### config.mk
export PLATFORM = sky130hd
export DESIGN_NAME = duck_palette_arbiter
export DESIGN_NICKNAME = d
export VERILOG_FILES = /design/src/rtl/duck_pkg.sv /design/src/rtl/duck_palette.sv /design/src/rtl/duck_palette_arbiter_rr_pick.sv /design/src/rtl/duck_palette_arbiter.sv
export SDC_FILE = /design/constraint.sdc
export NUM_CORES = 1
export LEC_CHECK = 0
export ABC_CLOCK_PERIOD_IN_PS = 4410
export CORE_MARGIN = 2
export CORE_UTILIZATION = 49
export CTS_CLUSTER_DIAMETER = 60
export DETAILED_ROUTE_END_ITERATION = 10
export GPL_TIMING_DRIVEN = 0
export PLACE_DENSITY = 0.91
export RECOVER_POWER = 50
export SLEW_MARGIN = 20
export SYNTH_ARGS = -nofsm -noshare
export SYNTH_HDL_FRONTEND = slang
export SYNTH_SLANG_ARGS = --single-unit
### constraint.sdc
create_clock -name Clk -period 4.41 [get_ports Clk]
set_input_delay 1.323 -clock Clk [delete_from_list [all_inputs] [get_ports Clk]]
set_output_delay 1.323 -clock Clk [all_outputs]
set_load 0.01 [all_outputs]
### src/rtl/duck_pkg.sv
// Shared types and constants for the duck sprite palette path.
package duck_pkg;

    typedef logic [11:0] rgb12_t;
    typedef logic [3:0]  pal_idx_t;

    localparam rgb12_t KEY_RGB_DEFAULT = 12'hAEA;

endpackage

### src/rtl/duck_palette.sv
// Combinational 16-entry duck sprite palette: 4-bit index to 12-bit {R,G,B}.
module duck_palette
    import duck_pkg::*;
(
    input  pal_idx_t idx_i,
    output rgb12_t   rgb_o
);

    // Fixed palette ROM; unused slots read as the chroma key so they render transparent.
    always_comb begin
        rgb_o = KEY_RGB_DEFAULT;
        case (idx_i)
            4'd0:    rgb_o = 12'hF76;
            4'd1:    rgb_o = 12'hAEA;
            4'd2:    rgb_o = 12'hA01;
            4'd3:    rgb_o = 12'hFFF;
            4'd4:    rgb_o = 12'h000;
            4'd5:    rgb_o = 12'h050;
            4'd6:    rgb_o = 12'h050;
            default: rgb_o = KEY_RGB_DEFAULT;
        endcase
    end

endmodule

### src/rtl/duck_palette_arbiter_rr_pick.sv
// Combinational round-robin picker: first set request at or after ptr_i, wrapping.
module rr_pick #(
    parameter int N_REQ = 4,
    parameter int ID_W  = $clog2(N_REQ)
) (
    input  logic [N_REQ-1:0] req_i,
    input  logic [ID_W-1:0]  ptr_i,
    output logic [N_REQ-1:0] grant_o,
    output logic [ID_W-1:0]  idx_o,
    output logic             any_o
);

    // Walk N_REQ positions from the pointer; the first hit wins.
    always_comb begin
        int p;
        grant_o = '0;
        idx_o   = '0;
        any_o   = 1'b0;
        p       = 0;
        for (int k = 0; k < N_REQ; k++) begin
            p = int'(ptr_i) + k;
            p = (p >= N_REQ) ? (p - N_REQ) : p;
            if (!any_o && req_i[p]) begin
                any_o      = 1'b1;
                grant_o[p] = 1'b1;
                idx_o      = p[ID_W-1:0];
            end else begin
                any_o = any_o;
            end
        end
    end

endmodule

### src/rtl/duck_palette_arbiter.sv
// Round-robin shared palette lookup for N sprite requesters with a one-deep
// registered result stage and ready/valid flow control on both sides.
module duck_palette_arbiter
    import duck_pkg::*;
#(
    parameter int     N_REQ   = 4,
    parameter int     ID_W    = $clog2(N_REQ),
    parameter rgb12_t KEY_RGB = KEY_RGB_DEFAULT
) (
    input  logic                 Clk,
    input  logic                 Reset_n,
    input  logic [N_REQ-1:0]     req_valid,
    input  logic [N_REQ*4-1:0]   req_index,
    output logic [N_REQ-1:0]     req_ready,
    output logic                 out_valid,
    input  logic                 out_ready,
    output logic [ID_W-1:0]      out_id,
    output logic [11:0]          out_rgb,
    output logic                 out_transparent
);

    logic              out_valid_q, out_valid_d;
    logic [ID_W-1:0]   out_id_q,    out_id_d;
    rgb12_t            out_rgb_q,   out_rgb_d;
    logic              out_tr_q,    out_tr_d;
    logic [ID_W-1:0]   rr_ptr_q,    rr_ptr_d;

    logic              advance_s;
    logic              any_s;
    logic              transfer_s;
    logic [N_REQ-1:0]  grant_s;
    logic [ID_W-1:0]   gidx_s;
    pal_idx_t          sel_idx_s;
    rgb12_t            pal_rgb_s;

    rr_pick #(
        .N_REQ (N_REQ),
        .ID_W  (ID_W)
    ) u_pick (
        .req_i   (req_valid),
        .ptr_i   (rr_ptr_q),
        .grant_o (grant_s),
        .idx_o   (gidx_s),
        .any_o   (any_s)
    );

    assign sel_idx_s = req_index[{gidx_s, 2'b00} +: 4];

    duck_palette u_palette (
        .idx_i (sel_idx_s),
        .rgb_o (pal_rgb_s)
    );

    // The result slot can take a new pixel when empty or being drained this cycle.
    assign advance_s  = !out_valid_q || out_ready;
    assign transfer_s = Reset_n && advance_s && any_s;
    // Gated by Reset_n so no requester sees an accept while reset is held.
    assign req_ready  = (Reset_n && advance_s) ? grant_s : {N_REQ{1'b0}};

    // Next-state: load on transfer, empty on an idle advance, otherwise hold.
    always_comb begin
        out_valid_d = out_valid_q;
        out_id_d    = out_id_q;
        out_rgb_d   = out_rgb_q;
        out_tr_d    = out_tr_q;
        rr_ptr_d    = rr_ptr_q;
        if (transfer_s) begin
            out_valid_d = 1'b1;
            out_id_d    = gidx_s;
            out_rgb_d   = pal_rgb_s;
            out_tr_d    = (pal_rgb_s == KEY_RGB);
            rr_ptr_d    = (gidx_s == ID_W'(N_REQ - 1)) ? {ID_W{1'b0}} : (gidx_s + 1'b1);
        end else if (advance_s) begin
            out_valid_d = 1'b0;
        end else begin
            out_valid_d = out_valid_q;
        end
    end

    // Result register and round-robin pointer.
    always_ff @(posedge Clk or negedge Reset_n) begin
        if (!Reset_n) begin
            out_valid_q <= 1'b0;
            out_id_q    <= {ID_W{1'b0}};
            out_rgb_q   <= 12'h000;
            out_tr_q    <= 1'b0;
            rr_ptr_q    <= {ID_W{1'b0}};
        end else begin
            out_valid_q <= out_valid_d;
            out_id_q    <= out_id_d;
            out_rgb_q   <= out_rgb_d;
            out_tr_q    <= out_tr_d;
            rr_ptr_q    <= rr_ptr_d;
        end
    end

    assign out_valid       = out_valid_q;
    assign out_id          = out_id_q;
    assign out_rgb         = out_rgb_q;
    assign out_transparent = out_tr_q;

endmodule

==> impl_metrics.prom <==
# TYPE chip_impl_metric gauge
chip_impl_info{name="critical_path.endpoint_type",value="output port"} 1
chip_impl_info{name="startpoint_of_the_lowest_slack_hold_path",value="out_rgb[0]$_DFFE_PN0P_"} 1
chip_impl_info{name="cts_tree",value="yes"} 1
chip_impl_info{name="yosysTopAreaCell",value="sky130_fd_sc_hd__dfrtp_1"} 1
chip_impl_metric{name="cts.path.max_buffers",unit=""} 2
chip_impl_metric{name="fp.coreArea",unit="mm²"} 0.00305
chip_impl_metric{name="synth_adder_area_share",unit="%"} 4.78
chip_impl_metric{name="wire_per_inst",unit="µm"} 14.2
chip_impl_metric{name="totalPowerFinal",unit="µW"} 1470
chip_impl_metric{name="post_route_fraction_of_the_period_consumed_by_the_critical_path",unit="%"} 97.4
chip_impl_info{name="synth-main-ff-cell",value="sky130_fd_sc_hd__dfrtp_1"} 1
chip_impl_metric{name="io_buffer_count",unit=""} 41
chip_impl_metric{name="postLayoutCoreUtil",unit="%"} 70.7
chip_impl_metric{name="layout-area-overhead-vs-synth",unit="%"} 37.6
chip_impl_metric{name="ff2ff_setup_slack",unit="ns"} 1.67
chip_impl_metric{name="clock-sinks",unit=""} 13
chip_impl_metric{name="gr_util_all_layers",unit="%"} 23.3
chip_impl_metric{name="post_synth_mux_area_share",unit="%"} 12.2
chip_impl_metric{name="clock_insertion_delay_worst_skew",unit="ns"} 0.27
chip_impl_info{name="class_of_the_tightest_hold_or_removal_check",value="flop to flop"} 1
chip_impl_metric{name="max-cap-violations",unit=""} 0
chip_impl_metric{name="final_hold_viol_count",unit=""} 0
chip_impl_metric{name="detail_route.drc_violations",unit=""} 0
chip_impl_metric{name="n_fill_cell",unit=""} 251
chip_impl_metric{name="antennaDiodeCount",unit=""} 0
chip_impl_metric{name="holdBufCountCts",unit=""} 0
chip_impl_metric{name="grt_overflow",unit=""} 0
chip_impl_metric{name="synth_area_in_compound_gates",unit="%"} 28.3
chip_impl_metric{name="mean_instance_size_in_the_synthesized_netlist",unit="µm²"} 8.35
chip_impl_metric{name="worst_slew_pin_slew",unit="ns"} 0.657
chip_impl_metric{name="post-dp-hpwl",unit="mm"} 2.98
chip_impl_metric{name="place_congestion",unit=""} 0.920
chip_impl_metric{name="yosysWarnings",unit=""} 0
chip_impl_metric{name="worst-endpoint-arrival",unit="ns"} 2.97
chip_impl_metric{name="cts_made_buffers",unit=""} 3
chip_impl_info{name="final_cell_mix",value="24 x sky130_fd_sc_hd__nor2_1, 24 x sky130_fd_sc_hd__clkdlybuf4s50_1, 16 x sky130_fd_sc_hd__buf_4, 14 x sky130_fd_sc_hd__nand2_1, 14 x sky130_fd_sc_hd__a21oi_1"} 1
chip_impl_info{name="critical_path_start_end_classification",value="primary input to output port"} 1
chip_impl_metric{name="powerDensity",unit="mW/mm²"} 679
chip_impl_metric{name="post_synth_and_or_nand_nor_area_fraction",unit="%"} 20.4
chip_impl_metric{name="clock_skew",unit="ns"} 0.00609
chip_impl_metric{name="number_of_vias_per_cell",unit=""} 5.87
chip_impl_metric{name="cts.clk_slew.worst_paths",unit="ns"} 0.07
chip_impl_metric{name="wl",unit="mm"} 4.06
chip_impl_metric{name="die_area",unit="mm²"} 0.00367
chip_impl_metric{name="crit_path_max_fanout",unit=""} 4
chip_impl_metric{name="period_needed",unit="ns"} 4.30
chip_impl_metric{name="grt_start_max_net_pins",unit=""} 15
chip_impl_metric{name="netlist_instances",unit=""} 188
chip_impl_metric{name="route.vias.total",unit=""} 1678
chip_impl_metric{name="detail_route.first_pass.iterations",unit=""} 5
chip_impl_metric{name="yosysUniqueCellTypes",unit=""} 51
chip_impl_metric{name="global_route_wire_length_before_repair",unit="mm"} 6.54
chip_impl_info{name="reg2reg_from",value="rr_ptr_q[0]$_DFFE_PN0P_"} 1
chip_impl_info{name="synth_top_family_by_area",value="compound AO/OA/AOI/OAI gates"} 1
chip_impl_metric{name="synth_xor_area_share",unit="%"} 6.70
chip_impl_info{name="cts.root.buffer_cell",value="sky130_fd_sc_hd__clkbuf_4"} 1
chip_impl_metric{name="power_leakage",unit="µW"} 0.000849
chip_impl_info{name="unrepaired_setup_endpoints_after_global_routing",value="no"} 1
chip_impl_metric{name="timing.max_slew.rel_slack",unit="%"} 56.2
chip_impl_metric{name="ctsHtreeMaxLevel",unit=""} 1
chip_impl_metric{name="irDropWorstVdd",unit="V"} 0.000298
chip_impl_info{name="startpoint_type",value="primary input"} 1
chip_impl_metric{name="drt_antenna_net_count",unit=""} 0
chip_impl_metric{name="floorplan.io_pins",unit=""} 43
chip_impl_metric{name="asyncSetResetFlopFracSynth",unit="%"} 100
chip_impl_metric{name="site_row_count",unit=""} 20
chip_impl_metric{name="worst-endpoint-required",unit="ns"} 3.09
chip_impl_metric{name="net_count_final",unit=""} 272
chip_impl_metric{name="mappedNetlistNets",unit=""} 217
chip_impl_metric{name="max_freq",unit="GHz"} 0.233
chip_impl_info{name="synthTopCellsByArea",value="sky130_fd_sc_hd__dfrtp_1 21%, sky130_fd_sc_hd__mux4_2 5.7%, sky130_fd_sc_hd__nor2_1 5.7%, sky130_fd_sc_hd__ha_1 4.8%, sky130_fd_sc_hd__a21oi_1 4.5%"} 1
chip_impl_metric{name="die_height",unit="µm"} 60.6
chip_impl_metric{name="die_width",unit="µm"} 60.6
chip_impl_info{name="run_status",value="finished clean"} 1
chip_impl_metric{name="synth_top_cell_area_share",unit="%"} 20.7
chip_impl_metric{name="drive_above_1_share",unit="%"} 20.2
chip_impl_metric{name="detail_route.iter0.violations",unit=""} 125
chip_impl_metric{name="final-setup-viol-count",unit=""} 0
chip_impl_metric{name="initial_utilization",unit="%"} 51.4
chip_impl_metric{name="synth-edff-count",unit=""} 0
chip_impl_metric{name="report.final.slew_viol_count",unit=""} 0
chip_impl_metric{name="number_of_antenna_violations_at_the_first_check_in_global_routing",unit=""} 0
chip_impl_metric{name="number_of_synthesized_register_bits",unit=""} 13
chip_impl_metric{name="yosysSeqAreaShare",unit="%"} 20.7
chip_impl_info{name="source_of_the_critical_timing_path",value="req_valid[3]"} 1
chip_impl_metric{name="via_count_of_the_first_global_routing_pass",unit=""} 1467
chip_impl_metric{name="combined_area_of_all_synthesized_cells",unit="mm²"} 0.00157
==> critical path, cell delays in order <==
cell and delay (ns):
sky130_fd_sc_hd__clkbuf_2 0.09, sky130_fd_sc_hd__clkbuf_8 0.13, sky130_fd_sc_hd__mux4_2 0.51, sky130_fd_sc_hd__buf_6 0.15, sky130_fd_sc_hd__nor4b_4 0.29, sky130_fd_sc_hd__buf_4 0.17, sky130_fd_sc_hd__a221oi_1 0.07, sky130_fd_sc_hd__nor2_1 0.10
sky130_fd_sc_hd__buf_2 0.14
==> layer usage <==
metal  global-route usage (%)  vias up  routed length, µm
met3                     4.90        4                256
met5                        0        -                  0
met4                     2.17        0                 29
li1                         -      826                  -
met1                     29.6      787               1660
met2                     42.2       61               2120
==> what timing repair did <==
action | CTS | global route
pin swaps | 1 | 2
cloned | 0 | 0
setup endpoints to repair | 4 | 4
resized for setup | 29 | 9
setup buffers | 10 | 1
==> cell usage after synthesis (2+ instances only) <==
master and n:
sky130_fd_sc_hd__nor4_1 3, sky130_fd_sc_hd__xor2_1 7, sky130_fd_sc_hd__nor2_1 24, sky130_fd_sc_hd__a221oi_1 4
sky130_fd_sc_hd__clkbuf_1 7, sky130_fd_sc_hd__nor4b_1 5, sky130_fd_sc_hd__o22ai_1 2, sky130_fd_sc_hd__o211ai_1 6
sky130_fd_sc_hd__o21ai_0 5, sky130_fd_sc_hd__nand4_1 2, sky130_fd_sc_hd__a21oi_1 14, sky130_fd_sc_hd__ha_1 6
sky130_fd_sc_hd__o31ai_1 2, sky130_fd_sc_hd__buf_4 7, sky130_fd_sc_hd__mux2_2 2, sky130_fd_sc_hd__a211oi_1 4
sky130_fd_sc_hd__nand2b_1 4, sky130_fd_sc_hd__mux4_2 4, sky130_fd_sc_hd__inv_1 4, sky130_fd_sc_hd__o2bb2ai_1 3
sky130_fd_sc_hd__xnor2_1 5, sky130_fd_sc_hd__nor3_1 6, sky130_fd_sc_hd__mux2i_1 3, sky130_fd_sc_hd__nand2_1 14
sky130_fd_sc_hd__nand3_1 3, sky130_fd_sc_hd__a22oi_1 4, sky130_fd_sc_hd__buf_2 2, sky130_fd_sc_hd__dfrtp_1 13
==> power breakdown <==
part | total, µW | switching [µW] | internal (µW) | leakage (µW)
Combinational | 1180 | 609 | 570 | 0.000683
Sequential | 215 | 45.4 | 169 | 0.000151
Clock | 72.2 | 37.2 | 35.1 | 0.0000150
==> registers in the layout, summed over array words and instances, names as in the netlist <==
register and count:
out_valid 1, rr_ptr_q 2, out_id 2, out_transparent 1, out_rgb 7
==> stage by stage <==
step / cell area [µm²] / hold slack, ns / worst slack, ns / instances / TNS, ns
floorplan: 1570 / 0.515 / 0.0326 / 188 / 0
global placement: 2030 / 0.464 / -1.07 / 273 / -4.25
detailed placement: 2030 / 0.466 / -1.10 / 273 / -4.39
CTS: 2150 / 0.483 / 0.0633 / 285 / 0
global route: 2160 / 0.506 / 0.0374 / 286 / 0
finish: 2160 / 0.475 / 0.113 / 286 / 0
==> layout make-up <==
cell class / instances / area [µm²] / share of cell area, %
multi-input combinational: 154 / 1180 / 54.5
timing repair buffer: 52 / 465 / 21.6
sequential: 13 / 327 / 15.1
buffer: 14 / 90.1 / 4.17
tap: 44 / 55.1 / 2.55
clock buffer: 4 / 26.3 / 1.22
inverter: 5 / 18.8 / 0.869
==> path summary, 6_finish.rpt <==
kind                                      endpoint  cells after the start
max in group asynchronous  rr_ptr_q[0]$_DFFE_PN0P_                      1
max                                   req_ready[3]                      9
max reg2reg                 out_rgb[9]$_DFFE_PN0P_                      8
min in group asynchronous   out_rgb[7]$_DFFE_PN0P_                      1
min reg2reg                 out_rgb[0]$_DFFE_PN0P_                      2
min                         out_rgb[0]$_DFFE_PN0P_                      2
==> kinds of logic (layout without fill, tap and decap cells) <==
group | after synthesis | in the layout
AND/OR/NAND/NOR | 65 | 65
multiplexers | 12 | 12
buffers and inverters | 21 | 75
flip-flops | 13 | 13
AO/OA/AOI/OAI | 59 | 59
XOR/XNOR | 12 | 12
adder cells (fa/ha/maj) | 6 | 6
(Power assumes the default switching activity.)
